## config.mk

```make
export PLATFORM = sky130hd
export DESIGN_NAME = seq_detect_prog
export DESIGN_NICKNAME = d
export VERILOG_FILES = /design/src/rtl/seq_detect_prog_pkg.sv /design/src/rtl/seq_detect_prog_sat_counter.sv /design/src/rtl/seq_detect_prog.sv
export SDC_FILE = /design/constraint.sdc
export NUM_CORES = 1
export LEC_CHECK = 0
export BUFFER_PORTS_ARGS = -buffer_cell sky130_fd_sc_hd__buf_2
export CELL_PAD_IN_SITES_DETAIL_PLACEMENT = 1
export CELL_PAD_IN_SITES_GLOBAL_PLACEMENT = 1
export CORE_MARGIN = 5
export CORE_UTILIZATION = 25
export DETAILED_ROUTE_END_ITERATION = 10
export PLACE_DENSITY_LB_ADDON = 0.2
export SKIP_CTS_REPAIR_TIMING = 1
export SLEW_MARGIN = 20
export SYNTH_ARGS = -nofsm -noshare
export SYNTH_HDL_FRONTEND = slang
export SYNTH_SLANG_ARGS = --single-unit
```

## constraint.sdc

```tcl
create_clock -name clk -period 1.8 [get_ports clk]
set_input_delay 0 -clock clk [delete_from_list [all_inputs] [get_ports clk]]
set_output_delay 0 -clock clk [all_outputs]
set_load 0.01 [all_outputs]
```

## src/rtl/seq_detect_prog_pkg.sv

```systemverilog
// Shared definitions for the programmable serial-pattern detector:
// legal parameter ranges, the legacy default pattern and fill-state encoding.
package seq_detect_prog_pkg;

  // Legal parameter ranges
  localparam int SDP_PAT_LEN_MIN = 2;
  localparam int SDP_PAT_LEN_MAX = 16;
  localparam int SDP_CNT_W_MIN   = 1;
  localparam int SDP_CNT_W_MAX   = 16;

  // Legacy "111" pattern, zero-extended when PAT_LEN is larger
  localparam logic [2:0] SDP_DEFAULT_PAT = 3'b111;

  // Coarse view of the fill counter: still collecting bits, or full history
  typedef enum logic {
    ST_FILLING = 1'b0,
    ST_ARMED   = 1'b1
  } fill_state_e;

  // Width needed to hold a fill count of 0..pat_len
  function automatic int fill_width(input int pat_len);
    return $clog2(pat_len + 1);
  endfunction

endpackage

```

## src/rtl/seq_detect_prog_sat_counter.sv

```systemverilog
// Saturating up-counter with synchronous clear; clear wins over increment.
module sat_counter
  import seq_detect_prog_pkg::*;
#(
  parameter int CNT_W = 8
) (
  input  logic             clk,
  input  logic             rst,
  input  logic             i_inc,
  input  logic             i_clr,
  output logic [CNT_W-1:0] o_count
);

  localparam logic [CNT_W-1:0] CNT_MAX = {CNT_W{1'b1}};

  logic [CNT_W-1:0] r_count;
  logic [CNT_W-1:0] w_count_n;

  // Next count: clear first, then increment unless already at the ceiling
  always_comb begin
    w_count_n = r_count;
    if (i_clr) begin
      w_count_n = {CNT_W{1'b0}};
    end else if (i_inc && (r_count != CNT_MAX)) begin
      w_count_n = r_count + {{(CNT_W-1){1'b0}}, 1'b1};
    end else begin
      w_count_n = r_count;
    end
  end

  // Count register, cleared asynchronously on reset
  always_ff @(posedge clk or negedge rst) begin
    if (!rst) begin
      r_count <= {CNT_W{1'b0}};
    end else begin
      r_count <= w_count_n;
    end
  end

  assign o_count = r_count;

endmodule

```

## src/rtl/seq_detect_prog.sv

```systemverilog
// Programmable Moore serial-pattern detector. Shifts in one bit per enabled
// cycle, strobes o_z the cycle after the last PAT_LEN bits equal the loaded
// pattern, and keeps a saturating count of matches.
module seq_detect_prog
  import seq_detect_prog_pkg::*;
#(
  parameter int                 PAT_LEN     = 3,
  parameter int                 CNT_W       = 8,
  parameter logic [PAT_LEN-1:0] DEFAULT_PAT = PAT_LEN'(SDP_DEFAULT_PAT)
) (
  input  logic               clk,
  input  logic               rst,
  input  logic               i_en,
  input  logic               i_y,
  input  logic               i_overlap,
  input  logic               i_pat_ld,
  input  logic [PAT_LEN-1:0] i_pat_in,
  input  logic               i_cnt_clr,
  output logic               o_z,
  output logic [CNT_W-1:0]   o_match_cnt,
  output logic               o_armed
);

  localparam int                FILL_W    = fill_width(PAT_LEN);
  localparam logic [FILL_W-1:0] FILL_FULL = FILL_W'(PAT_LEN);
  localparam logic [FILL_W-1:0] FILL_ONE  = FILL_W'(1);

  // Reject illegal configurations at elaboration
  if ((PAT_LEN < SDP_PAT_LEN_MIN) || (PAT_LEN > SDP_PAT_LEN_MAX)) begin : g_pat_len_bad
    $error("seq_detect_prog: PAT_LEN %0d outside legal range", PAT_LEN);
  end
  if ((CNT_W < SDP_CNT_W_MIN) || (CNT_W > SDP_CNT_W_MAX)) begin : g_cnt_w_bad
    $error("seq_detect_prog: CNT_W %0d outside legal range", CNT_W);
  end

  logic [PAT_LEN-1:0] r_pat;
  logic [PAT_LEN-1:0] r_hist;
  logic [FILL_W-1:0]  r_fill;
  logic               r_z;

  logic [PAT_LEN-1:0] w_pat_n;
  logic [PAT_LEN-1:0] w_hist_n;
  logic [PAT_LEN-1:0] w_hist_sh;
  logic [FILL_W-1:0]  w_fill_n;
  logic [FILL_W-1:0]  w_fill_inc;
  logic               w_hit;
  fill_state_e        w_state;

  // The fill counter is the FSM state; ARMED once the history is full
  assign w_state = (r_fill == FILL_FULL) ? ST_ARMED : ST_FILLING;

  // Next-state logic: a pattern load beats sampling, and a disabled cycle holds history
  always_comb begin
    w_pat_n    = r_pat;
    w_hist_n   = r_hist;
    w_fill_n   = r_fill;
    w_hit      = 1'b0;
    w_hist_sh  = {r_hist[PAT_LEN-2:0], i_y};
    w_fill_inc = r_fill;
    case (w_state)
      ST_ARMED:   w_fill_inc = FILL_FULL;
      ST_FILLING: w_fill_inc = r_fill + FILL_ONE;
      default:    w_fill_inc = {FILL_W{1'b0}};
    endcase
    if (i_pat_ld) begin
      // New pattern: discard history so old bits can never contribute to a match
      w_pat_n  = i_pat_in;
      w_hist_n = {PAT_LEN{1'b0}};
      w_fill_n = {FILL_W{1'b0}};
    end else if (i_en) begin
      w_hit    = (w_fill_inc == FILL_FULL) && (w_hist_sh == r_pat);
      w_hist_n = w_hist_sh;
      // Non-overlapping mode needs PAT_LEN fresh bits after every match
      if (w_hit && !i_overlap) begin
        w_fill_n = {FILL_W{1'b0}};
      end else begin
        w_fill_n = w_fill_inc;
      end
    end else begin
      w_hist_n = r_hist;
      w_fill_n = r_fill;
    end
  end

  // Detector state registers; z is a one-cycle registered strobe
  always_ff @(posedge clk or negedge rst) begin
    if (!rst) begin
      r_pat  <= DEFAULT_PAT;
      r_hist <= {PAT_LEN{1'b0}};
      r_fill <= {FILL_W{1'b0}};
      r_z    <= 1'b0;
    end else begin
      r_pat  <= w_pat_n;
      r_hist <= w_hist_n;
      r_fill <= w_fill_n;
      r_z    <= w_hit;
    end
  end

  sat_counter #(
    .CNT_W (CNT_W)
  ) u_match_cnt (
    .clk     (clk),
    .rst     (rst),
    .i_inc   (w_hit),
    .i_clr   (i_cnt_clr),
    .o_count (o_match_cnt)
  );

  assign o_z     = r_z;
  assign o_armed = (w_state == ST_ARMED);

endmodule

```

# [Word level (Yosys, flattened, before mapping)]
# Index checks and enable logic that the tools add are counted.
[totals] in_bits=10 regBits=16 elab_cells=29 out_inout_bits=10
[op_classes] muxes=11 eq_ne=4 bitwise=1 n_reduce_logical=6 n_addsub=2
[ops] cell="two-way mux 8 bit" count=2
[ops] cell="two-way mux 2 bit" count=5
[ops] cell="adder 8 x 1 -> 8 bit (second input constant)" count=1
[ops] cell="!= test 8 bit (second input constant)" count=1
[ops] cell="equality test 2 bit (second input constant)" count=2
[ops] cell="one-hot mux 2 bit (2 select lines)" count=1
[ops] cell="nonzero test 2 bit" count=2
[ops] cell="equality test 3 bit" count=1
[ops] cell="logical AND 1 bit" count=3
[ops] cell="two-way mux 1 bit" count=3
[ops] cell="adder 2 x 1 -> 2 bit (second input constant)" count=1
[ops] cell="logical NOT 1 bit" count=1
[ops] cell="inverter 1 bit" count=1

# [Longest topological paths before layout]
[depth] ltp_word=11 ltp_mapped=6 mapped_depth_nobuf=5

# [Modules after synthesis]
# From an unflattened synthesis, not the netlist that was laid out.
[hier_totals] cells_unflattened=80 area_unflattened_um2=855.8
[modules_own_cells] module="sat_counter" area_each_um2=464.2 cells_each=49 seq_area_each_um2=200.2 instances=1
[modules_own_cells] module="seq_detect_prog" area_each_um2=391.6 cells_each=31 seq_area_each_um2=203.9 instances=1

# [Worst setup path before layout]
# Ideal clock, no wire load.
[synth_path] path_kind="register -> register" startpoint="reg r_pat[1]" endpoint="reg u_match_cnt.r_count[7], in the netlist u_match_cnt.o_count[7]" arrival_time_ns=1.453 path_slack_ns=0.223 period_less_slack_ns=1.577 path_buffers=0 required_time_ns=1.675 stages_incl_launch_ff=5 setup_ns=0.125 cell_sequence="dfstp_2 xnor2_2 nand4_2 nor4_1 mux2_2"
[synth_via] elab_chain_len=6
[synth_rtl] item="from (decl)" line="seq_detect_prog.sv:36" rtl="logic [PAT_LEN-1:0] r_pat;"
[synth_rtl] item="from (signal assigned)" line="seq_detect_prog.sv:93" rtl="r_pat <= w_pat_n;"
[synth_rtl] item="equality test 3 bit" line="seq_detect_prog.sv:71" rtl="w_hit = (w_fill_inc == FILL_FULL) && (w_hist_sh == r_pat);"
[synth_rtl] item="logical AND 1 bit" line="seq_detect_prog.sv:71"
[synth_rtl] item="two-way mux 1 bit" line="seq_detect_prog.sv:70" rtl="end else if (i_en) begin"
[synth_rtl] item="two-way mux 1 bit" line="seq_detect_prog.sv:65" rtl="if (i_pat_ld) begin"
[synth_rtl] item="logical AND 1 bit" line="seq_detect_prog_sat_counter.sv:24" rtl="end else if (i_inc && (r_count != CNT_MAX)) begin"
[synth_rtl] item="nonzero test 2 bit (no source line)"
[synth_rtl] item="to (signal assigned)" line="seq_detect_prog_sat_counter.sv:34" rtl="r_count <= {CNT_W{1'b0}};"
[synth_rtl] item="to (signal assigned)" line="seq_detect_prog_sat_counter.sv:36" rtl="r_count <= w_count_n;"
[synth_rtl] item="to (decl)" line="seq_detect_prog_sat_counter.sv:16" rtl="logic [CNT_W-1:0] r_count;"
# No other way between the ends.
# A chain may end at the register's enable or synchronous reset.

# [Worst setup path in the final report]
[layout_path] startpoint="in i_pat_ld" endpoint="reg u_match_cnt.r_count[7], in the netlist u_match_cnt.o_count[7]"
[layout_via] elab_chain_len=3
[layout_rtl] item="from (decl)" line="seq_detect_prog.sv:16" rtl="input logic i_pat_ld,"
[layout_rtl] item="two-way mux 1 bit" line="seq_detect_prog.sv:65"
[layout_rtl] item="logical AND 1 bit" line="seq_detect_prog_sat_counter.sv:24"
[layout_rtl] item="nonzero test 2 bit (no source line)"
# No other way between the ends.

==> results by group <==
Placed design
  • Place WS: approximately 0.014 ns
  • RePlAce Congestion: about 0.7
  • Post-DP HPWL: between 1000 and 1500 µm
  • Buffers added on ports: 19

Timing
  • Fmax: between 500 and 600 MHz
  • Tmin final: roughly 1.7 ns
  • Max transition margin: between 70% and 80%
  • Final setup viols: 0
  • Setup Skew: 0.0138 ns
  • Fin. max-slew vios: 0
  • Final hold slack: roughly 0.012 ns
  • Setup ws final: around 0.10 ns
  • Worst slew pin tran: ~0.39 ns
  • Hold Vio Cnt, Final: 0
  • Period utilization: a little over nine tenths

Clock tree
  • CTS sink cnt: 16
  • Clock root cell: clkbuf_4
  • Worst skew pair latency: 0.29 ns
  • CTS tree: done
  • H-tree Lvls: 1
  • Clk buf depth: 2
  • Worst-path clk slew: 0.11 ns
  • CTS buffer count: 3

Detailed routing
  • Via density per instance: 4.65
  • Detail-routed net length per standard cell: roughly 14 µm
  • Pre-antenna DRT Iters: 3
  • Antenna Nets Post-Route: 0
  • Via count: around 720
  • DRT iter0 DRCs: 9
  • Residual DRC: 0
  • Final WL: around 2100 µm

Cells and area
  • Ant diodes: 0
  • Layout cells sized above 1: a little over a third
  • Final nets: around 120
  • Commonest non-fill, non-tap cell in the layout: buf_2
  • Most frequent cells in the layout: 19 x buf_2, 13 x dfrtp_1, 7 x nand2_1, 7 x a21oi_1, 7 x dlygate4sd3_1
  • Fillers: approximately 400
  • Area grow syn2layout: 31.2%

Synth
  • Part of the Yosys area used for sequential elements: between 40% and 50%
  • Simple-gate area share of the yosys netlist: approximately a fifth
  • Post-Synth XOR/XNOR Area: between 5 and 6%
  • Mux contribution to synthesized area: around 8.7%
  • FF+latch count, synth: 16
  • Mean Syn Cell Area: 10.8 µm²
  • Synth Area in Compound Gates: 11.6%
  • Synth Area in Adders: under 10%
  • Count of cell types in the netlist: 33
  • Post-synth EDFFs: 0
  • FFs w/ async S/R, synth: 100%
  • Ys Warns: 0
  • Most used DFF post-synth: dfrtp_1
  • Mapped Area: between 800 and 900 µm²
  • Post-Synthesis Net Count: a little over 90
  • Cells after Synth: 80
  • Main combinational cell family by area after synthesis: simple AND/OR/NAND/NOR gates

Global route
  • Largest net degree at the start of global routing: 17
  • All-layer global routing usage: 10.1%
  • Initial antenna violation count: 0
  • Grt ovf: 0
  • Vias in the first global route: between 700 and 800
  • First-pass GRT wire length: ~3500 µm

Die
  • Die extent in x: 68.8 µm
  • Initial cell density of the core: between 20% and 30%
  • Die height: roughly 69 µm
  • Number of top-level pins: 20
  • Die Area: ~4700 µm²
  • Core area: roughly 3300 µm²
  • # rows: 21

Setup path
  • R2R depth: 4
  • Crit start category: primary input
  • Required @ worst endpoint: roughly 2 ns
  • Reg2Reg Capture Point: u_match_cnt.o_count[7]
  • Worst Path Arrival: around 1.9 ns
  • CP Max Fanout: 10
  • CP max stage delay: 0.54 ns
  • WS Path Type: primary input to flop
  • R2R Setup Slk: roughly 0.12 ns
  • Max stage delay cell, worst path: dlygate4sd3_1
  • Critical Path End Type: flop
  • RR Startpoint: r_pat[1]
  • Worst path cell trace: dlygate4sd3_1 > buf_2 > and3b_1 > nand4_4 > nor4_1 > mux2_2

Job
  • # Max-Cap Violations: 0

Power and ir drop
  • Leakage: 0.513 nW
  • Worst vdd ir: 0.000224 V
  • P per Cell Area: ~640 nW/µm²

Worst hold path
  • Worst Hold Class: primary input to flop
  • Min-delay src: i_y
  • Hold EP: r_hist[0]
  • Worst hold stages: 3

Run status
  • Outcome: completed
## per-stage QoR
step / utilization [%] / total power, W / TNS, ns / instances / cell area [µm²]
finish: 33.9 / 0.000722 / 0 / 155 / 1130
global route: 33.9 / 0.000773 / -0.00256 / 155 / 1130
CTS: 31.4 / 0.000723 / 0 / 148 / 1050
detailed placement: 30.3 / 0.000470 / 0 / 144 / 1010
global placement: 30.3 / 0.000468 / 0 / 144 / 1010
floorplan: - / 0.000443 / 0 / 80 / 863
## how the worst max path moves through the flow
stage	from	to	slack, ns	depth (start not counted)
after global placement	r_pat[1]	u_match_cnt.o_count[7]	0.05	4
after CTS	r_pat[1]	u_match_cnt.o_count[7]	0.03	4
after global routing	r_pat[1]	u_match_cnt.o_count[7]	-0.003	4
final	i_pat_ld	u_match_cnt.o_count[7]	0.10	6
after floorplan	r_pat[1]	u_match_cnt.o_count[7]	0.22	4
after detailed placement	r_pat[1]	u_match_cnt.o_count[7]	0.01	4
## Yosys cell counts (3+ instances only)
cell type	n	area share [%]
mux2i_1	3	3.5
a21oi_1	7	4.1
xnor2_2	3	5.7
nor2_1	5	2.2
nand2_1	7	3.0
mux2_2	4	5.2
inv_1	3	1.3
or4_1	3	2.6
dfrtp_1	13	38
dfstp_2	3	9.1
## critical path, delay by kind of cell
kind / cells / cell delay (ns)
and+or+nand+nor: 3 / 0.81
muxes: 1 / 0.36
buffers and inverters: 2 / 0.72
## state kept, by name, summed over array words and instances (netlist names)
register	cells
o_z	1
r_fill	2
r_hist	2
r_pat	3
u_match_cnt.o_count	8
## metal layers
metal	global-route usage (%)	vias to the layer above	share of wire [%]
met5	0	-	0
met4	4.38	0	0.98
met3	1.94	2	2.4
met2	15.0	7	49
met1	14.0	361	47
li1	-	351	-
## cell type report
class	instances	area (µm²)	share of cell area, %
timing repair buffer	29	188	16.6
clock buffer	4	36.3	3.20
tap	46	57.6	5.08
sequential	16	404	35.7
inverter	3	11.3	0.994
multi-input combinational	57	435	38.5
## report_power, final
| part | switching (W) | internal [W] | total [W] |
|---|---|---|---|
| clock | 0.000122 | 0.000123 | 0.000245 |
| sequential | 0.0000122 | 0.000377 | 0.000389 |
| combinational | 0.0000415 | 0.0000469 | 0.0000884 |
## cells by family (layout without fill, tap and decap cells)
| logic type | Yosys count | in the layout |
|---|---|---|
| AND/OR/NAND/NOR | 31 | 31 |
| flip-flops | 16 | 16 |
| AO/OA/AOI/OAI | 15 | 15 |
| multiplexers | 7 | 7 |
| buffers and inverters | 7 | 36 |
| XOR/XNOR | 3 | 3 |
| adder cells (fa/ha/maj) | 1 | 1 |
(Power assumes the default switching activity.)
